--- config.mk ---
export PLATFORM = sky130hd
export DESIGN_NAME = bfloat16_accum
export DESIGN_NICKNAME = d
export VERILOG_FILES = /design/src/rtl/bfloat16_accum.sv
export SDC_FILE = /design/constraint.sdc
export NUM_CORES = 1
export LEC_CHECK = 0
export CAP_MARGIN = 20
export CORE_UTILIZATION = 40
export CTS_CLUSTER_SIZE = 28
export DETAILED_ROUTE_END_ITERATION = 8
export PLACE_DENSITY = 0.58
export SLEW_MARGIN = 20
export SYNTH_ARGS = -nofsm -noshare
export SYNTH_HDL_FRONTEND = slang
export SYNTH_SLANG_ARGS = --single-unit
--- constraint.sdc ---
create_clock -name clk -period 5.1 [get_ports clk]
set_input_delay 1.02 -clock clk [delete_from_list [all_inputs] [get_ports clk]]
set_output_delay 1.02 -clock clk [all_outputs]
set_load 0.01 [all_outputs]
--- src/rtl/bfloat16_accum.sv ---
// bfloat16_accum: streaming bfloat16 frame accumulator, 4-cycle align/add/norm FSM.
// Define BF16_ACC_RNE_EN for round-to-nearest-even; otherwise results are truncated.
module bfloat16_accum #(
  parameter int COUNT_W = 8
) (
  input  logic               clk,
  input  logic               rst,
  input  logic               in_valid,
  output logic               in_ready,
  input  logic [15:0]        in_data,
  input  logic               in_last,
  output logic               out_valid,
  input  logic               out_ready,
  output logic [15:0]        out_data,
  output logic [COUNT_W-1:0] out_count
);

  typedef enum logic [2:0] {
    S_IDLE,
    S_ALIGN,
    S_ADD,
    S_NORM,
    S_DONE
  } state_t;

  state_t r_state;
  state_t w_next;

  logic [15:0]        r_term;
  logic               r_last;
  logic [15:0]        r_acc;
  logic               r_nan;
  logic               r_skip;
  logic [COUNT_W-1:0] r_count;
  logic [10:0]        r_big;
  logic [10:0]        r_sml;
  logic [7:0]         r_exp;
  logic               r_sign;
  logic               r_sub;
  logic [11:0]        r_sum;

  logic [10:0] w_a_m;
  logic [10:0] w_b_m;
  logic        w_a_ge;
  logic [10:0] w_big_m;
  logic [10:0] w_sml_m;
  logic [7:0]  w_big_e;
  logic [7:0]  w_sml_e;
  logic        w_big_s;
  logic [7:0]  w_diff;
  logic [10:0] w_mask;
  logic [10:0] w_sml;
  logic        w_b_nan;
  logic        w_b_inf;
  logic        w_a_inf;

  logic [3:0]        w_lz;
  logic [10:0]       w_norm;
  logic signed [9:0] w_e;
  logic signed [9:0] w_e2;
  logic              w_rnd;
  logic [8:0]        w_m9;
  logic [6:0]        w_man;
  logic [15:0]       w_res;

  always_comb begin
    w_next    = r_state;
    in_ready  = 1'b0;
    out_valid = 1'b0;
    unique case (r_state)
      S_IDLE: begin
        in_ready = 1'b1;
        if (in_valid) w_next = S_ALIGN;
      end
      S_ALIGN: w_next = S_ADD;
      S_ADD:   w_next = S_NORM;
      S_NORM:  w_next = r_last ? S_DONE : S_IDLE;
      S_DONE: begin
        out_valid = 1'b1;
        if (out_ready) w_next = S_IDLE;
      end
      default: w_next = S_IDLE;
    endcase
  end

  assign out_data  = r_nan ? 16'h7F81 : r_acc;
  assign out_count = r_count;

  assign w_b_nan = (r_term[14:7] == 8'hFF) && (r_term[6:0] != 7'd0);
  assign w_b_inf = (r_term[14:7] == 8'hFF) && (r_term[6:0] == 7'd0);
  assign w_a_inf = (r_acc[14:7] == 8'hFF);

  // Zero/denormal operands carry a zero mantissa so they never win the compare.
  always_comb begin
    w_a_m  = (r_acc[14:7] != 8'd0) ? {1'b1, r_acc[6:0], 3'b000} : 11'd0;
    w_b_m  = (r_term[14:7] != 8'd0) ? {1'b1, r_term[6:0], 3'b000} : 11'd0;
    w_a_ge = {r_acc[14:7], w_a_m} >= {r_term[14:7], w_b_m};
    if (w_a_ge) begin
      w_big_m = w_a_m;
      w_big_e = r_acc[14:7];
      w_big_s = r_acc[15];
      w_sml_m = w_b_m;
      w_sml_e = r_term[14:7];
    end else begin
      w_big_m = w_b_m;
      w_big_e = r_term[14:7];
      w_big_s = r_term[15];
      w_sml_m = w_a_m;
      w_sml_e = r_acc[14:7];
    end
    w_diff = w_big_e - w_sml_e;
    w_mask = (11'd1 << w_diff) - 11'd1;
    if (w_diff >= 8'd11) begin
      w_sml = {10'd0, |w_sml_m};
    end else begin
      w_sml = (w_sml_m >> w_diff) | {10'd0, |(w_sml_m & w_mask)};
    end
  end

  always_comb begin
    w_lz = 4'd0;
    for (int i = 0; i < 11; i++) begin
      if (r_sum[i]) w_lz = 4'(10 - i);
    end
    if (r_sum[11]) begin
      w_norm = {r_sum[11:2], r_sum[1] | r_sum[0]};
      w_e    = $signed({2'b00, r_exp}) + 10'sd1;
    end else begin
      w_norm = r_sum[10:0] << w_lz;
      w_e    = $signed({2'b00, r_exp}) - $signed({6'd0, w_lz});
    end
`ifdef BF16_ACC_RNE_EN
    w_rnd = w_norm[2] & (w_norm[3] | w_norm[1] | w_norm[0]);
`else
    w_rnd = 1'b0;
`endif
    w_m9  = {1'b0, w_norm[10:3]} + {8'd0, w_rnd};
    w_man = w_m9[8] ? w_m9[7:1] : w_m9[6:0];
    w_e2  = w_m9[8] ? w_e + 10'sd1 : w_e;
    if (r_sum == 12'd0) begin
      w_res = 16'h0000;
    end else if (w_e2 >= 10'sd255) begin
      w_res = {r_sign, 8'hFF, 7'h00};
    end else if (w_e2 <= 10'sd0) begin
      w_res = {r_sign, 15'h0000};
    end else begin
      w_res = {r_sign, w_e2[7:0], w_man};
    end
  end

`ifndef BF16_ACC_RNE_EN
  logic w_unused_grs;
  assign w_unused_grs = ^w_norm[2:0];
`endif

  always_ff @(posedge clk) begin
    if (rst) begin
      r_state <= S_IDLE;
      r_term  <= 16'h0000;
      r_last  <= 1'b0;
      r_acc   <= 16'h0000;
      r_nan   <= 1'b0;
      r_skip  <= 1'b0;
      r_count <= '0;
      r_big   <= 11'd0;
      r_sml   <= 11'd0;
      r_exp   <= 8'd0;
      r_sign  <= 1'b0;
      r_sub   <= 1'b0;
      r_sum   <= 12'd0;
    end else begin
      r_state <= w_next;
      unique case (r_state)
        S_IDLE: begin
          if (in_valid) begin
            r_term <= in_data;
            r_last <= in_last;
            if (r_count != '1) r_count <= r_count + 1'b1;
          end
        end
        S_ALIGN: begin
          r_skip <= r_nan | w_b_nan | w_a_inf | w_b_inf;
          if (w_b_nan || (w_a_inf && w_b_inf && (r_acc[15] != r_term[15]))) begin
            r_nan <= 1'b1;
          end else if (w_b_inf && !r_nan) begin
            r_acc <= {r_term[15], 8'hFF, 7'h00};
          end
          r_big  <= w_big_m;
          r_sml  <= w_sml;
          r_exp  <= w_big_e;
          r_sign <= w_big_s;
          r_sub  <= r_acc[15] ^ r_term[15];
        end
        S_ADD: begin
          r_sum <= r_sub ? {1'b0, r_big} - {1'b0, r_sml}
                         : {1'b0, r_big} + {1'b0, r_sml};
        end
        S_NORM: begin
          if (!r_skip) r_acc <= w_res;
        end
        S_DONE: begin
          if (out_ready) begin
            r_acc   <= 16'h0000;
            r_count <= '0;
            r_nan   <= 1'b0;
          end
        end
        default: ;
      endcase
    end
  end

endmodule

==> results of run 1 <==
==> cell families (layout without fill, tap and decap cells) <==
| family | Yosys count | count (layout) | share of synthesized area |
|---|---|---|---|
| simple gates | 386 | 386 | 0.279 |
| compound gates | 227 | 227 | 0.234 |
| flops | 87 | 87 | 0.266 |
| buf+inv | 83 | 120 | 0.0486 |
| mux | 37 | 37 | 0.0660 |
| fa+ha+maj | 33 | 33 | 0.0643 |
| xor+xnor | 31 | 31 | 0.0415 |
==> registers in the layout, summed over array words and instances, names as in the netlist <==
register	cells
r_acc	16
r_exp	8
r_sml	11
out_count	8
r_last	1
r_skip	1
r_sub	1
r_sign	1
r_state	3
r_nan	1
r_sum	12
r_big	8
r_term	16
==> worst min-delay path, delay by kind of cell, from the launching register on <==
kind / cells / cell delay [ns]
simple gates: 1 / 0.05
compound gates: 1 / 0.05
flops: 1 / 0.31
==> stage by stage <==
step           setup WS (ns)  power (W)
2_1_floorplan         0.0699    0.00175
3_3_place_gp           0.487    0.00207
3_5_place_dp           0.349    0.00207
4_1_cts                0.294    0.00270
5_1_grt               0.0567    0.00289
6_report               0.364    0.00270
==> layer usage <==
| metal | part of all wire | routed length, microns | track usage | vias up |
|---|---|---|---|---|
| met2 | 0.45 | 8720 | 0.383 | 144 |
| met5 | 0 | 0 | 0 | - |
| met3 | 0.041 | 780 | 0.0414 | 18 |
| li1 | - | - | - | 3233 |
| met1 | 0.49 | 9440 | 0.330 | 2933 |
| met4 | 0.013 | 255 | 0.0698 | 0 |
==> layout make-up <==
class	count	area, sq um
fill	1636	8400
multi-input combinational	714	4500
sequential	87	1740
timing repair buffer	67	613
tap	216	270
clock buffer	9	225
inverter	37	139
clock inverter	7	48.8
==> cell usage in the layout, fill, tap and decap left out, types with 7 or more instances in the layout <==
| master | count |
|---|---|
| nand2_1 | 139 |
| nor2_1 | 105 |
| dfxtp_1 | 87 |
| a21oi_1 | 62 |
| clkdlybuf4s50_1 | 45 |
| inv_1 | 37 |
| o21ai_0 | 36 |
| ha_1 | 32 |
| mux2i_1 | 24 |
| a211oi_1 | 23 |
| nor3_1 | 22 |
| nor2b_1 | 22 |
| buf_4 | 21 |
| xnor2_1 | 20 |
| nand4_1 | 17 |
| and2_1 | 11 |
| or2_2 | 11 |
| o31ai_1 | 10 |
| a311oi_1 | 10 |
| xor2_1 | 10 |
| nor4_1 | 9 |
| o21a_1 | 9 |
| mux2_2 | 9 |
| clkbuf_16 | 9 |
| and3_1 | 8 |
| a31oi_1 | 8 |
| nand2b_1 | 7 |
| o211ai_1 | 7 |
| a22oi_1 | 7 |
| nand3_1 | 7 |
==> timing repair <==
| item | 4_1_cts | 5_1_grt |
|---|---|---|
| resized for setup | 0 | 3 |
| endpoints found under the setup margin | 0 | 8 |
| hold buffers | 0 | 0 |
| endpoints found under the hold margin | 0 | 0 |
==> final timing paths <==
path / startpoint / end / slack, ns / cells past startpoint
min: r_big[10] / r_big[10] / 0.47 / 2
max: r_acc[7] / r_sml[2] / 0.36 / 14
min reg2reg: r_big[10] / r_big[10] / 0.47 / 2
max reg2reg: r_acc[7] / r_sml[2] / 0.36 / 14
==> power groups by stage <==
| stage | clock [W] | combinational (W) | sequential (W) |
|---|---|---|---|
| global route | 0.000668 | 0.00143 | 0.000794 |
| finish | 0.000627 | 0.00128 | 0.000786 |
| CTS | 0.000639 | 0.00127 | 0.000785 |
| global placement | 0 | 0.00127 | 0.000801 |
| detailed placement | 0 | 0.00127 | 0.000801 |
| floorplan | 0 | 0.000975 | 0.000773 |
==> impl_metrics.csv, run 1 <==
group,metric,value,unit
clock_tree,cts.sinks,87,
place,hpwl,14600,microns
sta,rsz0062_at_grt,"false",
pwr,combinationalPowerShare,0.476,
sta,fin_worst_skew,0.00936,ns
min_path,hold_path.class,"register to register",
place,dp_cells,1121,
sta,timing.final.crit_share,0.929,
sta,tns,0,ns
pwr,leakage,2.87,nW
critical_path,critPathKind,"register to register",
global_routing,grt_pass1_wl,31000,microns
critical_path,cp_max_fo,12,
finish,insertedDiodeCount,0,
yosys,synth_largest_area_cell,"dfxtp_1",
floorplan,initial_utilization,0.410,
finish,syn_to_final_growth,15.4,%
floorplan,die_w,130,microns
sta,period_minus_slack,4.74,ns
routing,via_count,6328,
finish,fin_cells,1137,
yosys,synth_warnings,0,
yosys,syn-num-nets,938,
pwr,p_switching,0.00113,W
critical_path,critPathMaxStageDelay,0.53,ns
critical_path,crit_path_start_kind,"register",
global_routing,grt_max_degree,61,
sta,fmax,0.211,GHz
sta,finalHoldViolCount,0,
yosys,synth.top_cells.by_area,"dfxtp_1, nand2_1, ha_1",
critical_path,path_cells,"nor4_1 -> nand2_2 -> and2_0 -> ha_1 -> and3_1 -> o21ai_0 -> a311o_1 -> nand3_2 -> mux2_2 -> or4_1 -> o211ai_1 -> o22ai_1 -> o21ai_0 -> o21ai_0",
routing,drt_iter0_markers,494,
routing,drc,0,
critical_path,cp.required,5.33,ns
floorplan,fp-row-count,46,
floorplan,die_area,16900,sq um
yosys,syn_inst,884,
global_routing,track_usage,0.240,
finish,final_area,7540,sq um
finish,layout-drive-gt1-share,0.0858,
run,maxCapViolCount,0,
clock_tree,clock_path_buffers,2,
yosys,synth_top_area_share,0.266,
sta,slew-limit-headroom,0.466,
sta,slew_viol_final,0,
clock_tree,cts_setup_buffers,0,
routing,firstDrtPassIters,5,
yosys,synth_async_sr_flop_share,0,
yosys,syn_avg_cell_area,7.40,sq um
critical_path,crit_family,"simple AND/OR/NAND/NOR gates",
yosys,yosys-top-cells-count,"nand2_1, nor2_1, dfxtp_1",
global_routing,grt_overflow,0,
critical_path,crit_buf_inv,0,
clock_tree,cts_buffers,9,
pwr,internal_power,0.00157,W
yosys,synth_seq_cells,87,
critical_path,cp.arrival,4.97,ns
yosys,synth.most_common_cell,"nand2_1",
yosys,yosysUniqueCellTypes,71,
routing,antenna_left,0,
clock_tree,cts-root-buf,"clkbuf_16",
pwr,seqPwrFrac,0.291,
sta,worstMarginPinSlew,0.798,ns
finish,utilization,0.473,
clock_tree,clk_latency,0.36,ns
place,place_area,7250,sq um
yosys,ys.flop_type,"dfxtp_1",
critical_path,endpoint_kind,"register",
clock_tree,htree_levels,3,
pwr,power_density,358,nW/um^2
critical_path,path_common_cell,"o21ai_0",
floorplan,die_h,130,microns
yosys,syn_area,6540,sq um
routing,drt-total-wl,19200,microns
sta,setup_violations,0,
place,routabilityCongestion,0.881,
routing,via_per_inst,5.57,
floorplan,ios,47,
sta,timing.hold.ws,0.466,ns
pwr,swShare,0.417,
yosys,synth_edf_count,0,
finish,nets,970,
global_routing,antenna_found_initial,0,
status,status,"finished, final reports clean",
floorplan,core,15900,sq um
pwr,ir_drop,0.000186,V
critical_path,critical_path.slowest_cell,"or4_1",
yosys,yosysSeqAreaShare,0.266,
global_routing,grt_pass1_vias,5828,
clock_tree,tritoncts,"built",
place,portBuffers,46,
routing,wire_per_inst,16.9,microns
clock_tree,clk_pin_slew,0.07,ns
pwr,clkPwrFrac,0.232,
No activity file was read; power rests on OpenSTA's default activity.
==> inputs of run 2 (changes only) <==
Settings changed: CELL_PAD_IN_SITES_DETAIL_PLACEMENT from default to 0, CELL_PAD_IN_SITES_GLOBAL_PLACEMENT from default to 1, MAX_ROUTING_LAYER from default to met4, PLACE_DENSITY 0.58 to 0.75.
==> run 2 against run 1 <==
  * Sequential power up 0.6%
  * Clock power up 7.5%
  * Global-route usage up 1.5 points
  * Worst setup slack better by 0.014 ns
  * First-iteration DRC count down 7.3%
  * Largest cell class unchanged
  * Largest power group unchanged
==> impl_metrics.csv, run 2 (synthesized netlist as in run 1, its figures left out) <==
group,metric,value,unit
status,status,"finished, final reports clean",
finish,final_common_cell,"nand2_1",
global_routing,grt_overflow,0,
sta,rsz0062_at_grt,"false",
sta,fin_ws,0.377,ns
sta,slew_viol_final,0,
critical_path,crit_path_start_kind,"register",
sta,slew-limit-headroom,0.469,
finish,final_cell_mix,"nand2_1, nor2_1, dfxtp_1",
clock_tree,cts_buffers,9,
min_path,hold_path.class,"register to register",
floorplan,die_area,16900,sq um
global_routing,grt_max_degree,73,
sta,worstMarginPinSlew,0.796,ns
clock_tree,hold_buffers,0,
critical_path,cp.required,5.36,ns
routing,drt_iter0_markers,458,
routing,wire_per_inst,17.6,microns
finish,insertedDiodeCount,0,
routing,drc,0,
sta,setup_violations,0,
critical_path,regToRegStartpoint,"r_acc[11]",
clock_tree,clock_path_buffers,2,
critical_path,critPathKind,"register to register",
clock_tree,cts_setup_buffers,0,
clock_tree,tritoncts,"built",
pwr,ir_drop,0.000177,V
global_routing,grt_pass1_vias,5953,
critical_path,rr_endpoint,"r_sml[10]",
floorplan,initial_utilization,0.410,
place,hpwl,15400,microns
sta,fin_worst_skew,0.0109,ns
routing,via_count,6437,
finish,nFillCells,1592,
place,portBuffers,46,
place,place_area,7240,sq um
place,routabilityCongestion,0.910,
clock_tree,cts.sinks,87,
critical_path,r2r_setup_slack,0.38,ns
clock_tree,clk_latency,0.35,ns
floorplan,die_w,130,microns
routing,firstDrtPassIters,5,
critical_path,reg2reg_depth,17,
finish,final_area,7570,sq um
finish,largest_registers,"r_acc x16, r_term x16, r_sum x12",
min_path,whs_path_depth,2,
floorplan,fp-row-count,46,
finish,utilization,0.475,
clock_tree,cts-root-buf,"clkbuf_16",
run,maxCapViolCount,0,
routing,drt-total-wl,20000,microns
finish,syn_to_final_growth,15.8,%
floorplan,core,15900,sq um
critical_path,cp_max_fo,11,
min_path,holdCritStartpoint,"r_big[3]",
finish,layout-drive-gt1-share,0.0860,
sta,timing.final.crit_share,0.926,
critical_path,endpoint_kind,"register",
sta,timing.hold.ws,0.480,ns
clock_tree,htree_levels,3,
global_routing,grt_pass1_wl,31800,microns
routing,antenna_left,0,
sta,fmax,0.212,GHz
min_path,hold_end,"r_big[3]",
routing,via_per_inst,5.67,
global_routing,track_usage,0.255,
finish,nets,969,
global_routing,antenna_found_initial,0,
sta,period_minus_slack,4.72,ns
sta,finalHoldViolCount,0,
pwr,power_density,366,nW/um^2
critical_path,cp.arrival,4.99,ns
sta,tns,0,ns
pwr,leakage,2.88,nW
place,pre_cts_slack,0.235,ns
floorplan,die_h,130,microns
clock_tree,clk_pin_slew,0.06,ns
floorplan,ios,47,
==> run 2: how the worst max path moves through the flow <==
stage | from | to | cells after the start
after floorplan | r_acc[11] | r_sml[1] | 21
after global placement | r_term[7] | r_sml[1] | 19
after detailed placement | r_acc[8] | r_sml[10] | 17
after CTS | r_acc[8] | r_sml[10] | 17
after global routing | r_acc[11] | r_sml[10] | 17
final | r_acc[11] | r_sml[10] | 17
==> run 2: area by class of cell <==
cell class / instances / area (sq um) / share of cell area
Inverter: 37 / 139 / 0.0183
Clock inverter: 3 / 42.5 / 0.00562
Timing Repair Buffer: 66 / 606 / 0.0800
Tap cell: 216 / 270 / 0.0357
Clock buffer: 12 / 256 / 0.0339
Multi-Input combinational cell: 714 / 4510 / 0.596
Sequential cell: 87 / 1740 / 0.230
==> run 2: report_power, final <==
part	switching, W	leakage (nW)	internal [W]
Sequential	0.0000675	0.709	0.000723
Clock	0.000271	0.145	0.000403
Combinational	0.000783	2.02	0.000519
Total	0.00112	2.88	0.00165
==> run 2: through the flow <==
| step | instances | total power, W |
|---|---|---|
| floorplan | 884 | 0.00175 |
| global placement | 1120 | 0.00208 |
| detailed placement | 1120 | 0.00208 |
| CTS | 1135 | 0.00276 |
| global route | 1135 | 0.00295 |
| finish | 1135 | 0.00277 |
==> run 2: metal layers <==
| metal | vias up | track usage | wire, microns |
|---|---|---|---|
| li1 | 3241 | - | - |
| met1 | 3028 | 0.348 | 9620 |
| met2 | 149 | 0.387 | 9090 |
| met3 | 19 | 0.0459 | 981 |
| met4 | 0 | 0.0650 | 259 |
| met5 | - | - | 0 |
==> run 2: critical path, stage by stage, from the launching register on <==
cell and delay, ns:
dfxtp_1 0.39, nor4_1 0.39, nand2_2 0.21, and2_0 0.28, ha_1 0.33, and3_1 0.15, o21ai_0 0.16, a311o_2 0.54
a311oi_2 0.27, a21oi_1 0.08, ha_1 0.23, a311o_1 0.32, o311a_1 0.15, o31ai_1 0.27, nand2_1 0.18, nor2_2 0.22
nand4_4 0.19, o31ai_2 0.27
==> run 2: repair_timing <==
action / CTS / global route
hold endpoints to repair: 0 / 0
resized for setup: 0 / 6
endpoints found under the setup margin: 0 / 11
==> inputs of run 3 (changes only) <==
Settings changed: GPL_TIMING_DRIVEN from default to 0.
==> run 3 against run 2 <==
  * Worst setup slack got worse by 0.10 ns
  * Sequential share of layout area is 0.26 points lower
  * Via count decreased by 0.12%
  * Total power increased by 3.2%
  * Critical path depth rose by 2
  * Clock skew is 0.0022 ns lower
  * Clock-buffer cell count shrank 1
  * Wire length is 0.93% higher
  * Worst hold slack worse by 0.0012 ns
  * Final cell count rose by 2.4%
  * Die area unchanged
  * Largest power group unchanged
  * Highest routed layer unchanged
==> impl_metrics.csv, run 3 (synthesized netlist as in run 1, its figures left out) <==
group,metric,value,unit
pwr,ir_drop,0.000187,V
finish,nets,997,
floorplan,fp-row-count,46,
routing,drt_iter0_markers,364,
place,hpwl,16000,microns
place,pre_cts_slack,-1.18,ns
sta,timing.final.crit_share,0.946,
finish,utilization,0.482,
pwr,power_density,371,nW/um^2
floorplan,initial_utilization,0.410,
status,status,"finished, final reports clean",
clock_tree,tritoncts,"built",
routing,firstDrtPassIters,5,
clock_tree,clk_pin_slew,0.07,ns
finish,syn_to_final_growth,17.6,%
sta,slew-limit-headroom,0.497,
critical_path,r2r_setup_slack,0.28,ns
clock_tree,htree_levels,3,
clock_tree,clock_path_buffers,2,
finish,insertedDiodeCount,0,
global_routing,grt_pass1_wl,31900,microns
pwr,leakage,2.88,nW
sta,slew_viol_final,0,
global_routing,grt_pass1_vias,5828,
finish,layout-drive-gt1-share,0.0814,
global_routing,grt_overflow,0,
global_routing,track_usage,0.256,
floorplan,die_h,130,microns
global_routing,grt_max_degree,20,
global_routing,use_met3,0.0254,
routing,antenna_left,0,
finish,final_common_cell,"nand2_1",
sta,worstMarginPinSlew,0.750,ns
critical_path,cp_max_fo,10,
finish,final_area,7690,sq um
sta,setup_violations,0,
min_path,hold_path.class,"register to register",
critical_path,crit_path_start_kind,"register",
routing,drc,0,
floorplan,die_w,130,microns
global_routing,antenna_found_initial,0,
routing,wire_per_inst,17.3,microns
sta,finalHoldViolCount,0,
floorplan,die_area,16900,sq um
sta,rsz0062_at_grt,"false",
finish,final_cell_mix,"nand2_1, nor2_1, dfxtp_1",
routing,via_count,6429,
clock_tree,hold_buffers,0,
routing,via_per_inst,5.53,
global_routing,grtUsageMet1,0.352,
routing,drt-total-wl,20100,microns
floorplan,ios,47,
global_routing,use_met2,0.390,
critical_path,cp.arrival,5.10,ns
place,portBuffers,45,
clock_tree,cts-root-buf,"clkbuf_16",
critical_path,reg2reg_depth,19,
critical_path,endpoint_kind,"register",
place,routabilityCongestion,0.929,
sta,fin_ws,0.275,ns
clock_tree,cts.sinks,87,
floorplan,core,15900,sq um
min_path,whs_path_depth,2,
finish,largest_registers,"r_acc x16, r_term x16, r_sum x12",
sta,timing.hold.ws,0.478,ns
place,place_area,7270,sq um
critical_path,critPathKind,"register to register",
clock_tree,cts_buffers,9,
global_routing,gr-max-usage-layer,"met2",
sta,fin_worst_skew,0.00865,ns
run,maxCapViolCount,0,
clock_tree,clk_latency,0.35,ns
sta,fmax,0.207,GHz
critical_path,cp.required,5.38,ns
sta,period_minus_slack,4.82,ns
run 3: cell count changes in the layout (fill, tap and decap cells not counted), moves of 2 or more:
cell / previous run / this run
buf_1: 0 / 2
buf_2: 1 / 3
buf_4: 20 / 4
clkbuf_1: 1 / 37
dfxtp_1: 87 / 81
dfxtp_2: 0 / 6
o21ai_0: 36 / 34
o21ai_1: 5 / 7
o31ai_1: 10 / 8
o31ai_2: 2 / 4
run 3: critical path, cell delays in order (launching register included):
cell	delay [ns]
dfxtp_2	0.38
nor4_1	0.28
nand2_1	0.14
buf_2	0.20
and2_1	0.22
ha_1	0.31
nor2b_1	0.13
o211ai_1	0.28
a311oi_4	0.18
nor3_4	0.28
buf_12	0.14
clkbuf_4	0.19
a21oi_1	0.10
ha_1	0.25
o31ai_2	0.48
xor2_2	0.38
mux2_2	0.38
a21oi_1	0.14
o22ai_1	0.12
o21ai_0	0.16
run 3: worst paths after layout:
path                    end       from
setup reg to reg   r_sml[1]  r_acc[12]
setup / recovery   r_sml[1]  r_acc[12]
hold reg to reg   r_term[3]  r_term[3]
hold / removal    r_term[3]  r_term[3]
run 3: timing repair:
item | 4_1_cts | 5_1_grt
gates resized for setup | 11 | 17
buffers inserted | 0 | 3
setup endpoints to repair | 11 | 13
pin swaps | 3 | 3
run 3: layout make-up:
cell class	count	area [sq um]
sequential	87	1750
inverter	37	139
timing repair buffer	49	478
clock buffer	11	253
multi-input combinational	714	4540
tap	216	270
fill	1670	8250
buffer	45	196
clock inverter	3	67.6
run 3: metal layers:
layer | wire length [microns] | vias up
li1 | - | 3293
met1 | 9940 | 2983
met2 | 8970 | 131
met3 | 851 | 22
met4 | 376 | 0
met5 | 0 | -
run 3: power by group:
part | switching [W] | internal, W | leakage (nW)
clock | 0.000276 | 0.000451 | 0.154
sequential | 0.0000629 | 0.000724 | 0.712
combinational | 0.000806 | 0.000535 | 2.02
run 3: stage by stage:
stage          setup TNS [ns]  instances  total power (W)
2_1_floorplan               0        884          0.00175
3_3_place_gp           -10.15       1145          0.00208
3_5_place_dp           -10.09       1146          0.00208
4_1_cts                     0       1159          0.00283
5_1_grt                     0       1162          0.00304
6_report                    0       1162          0.00285
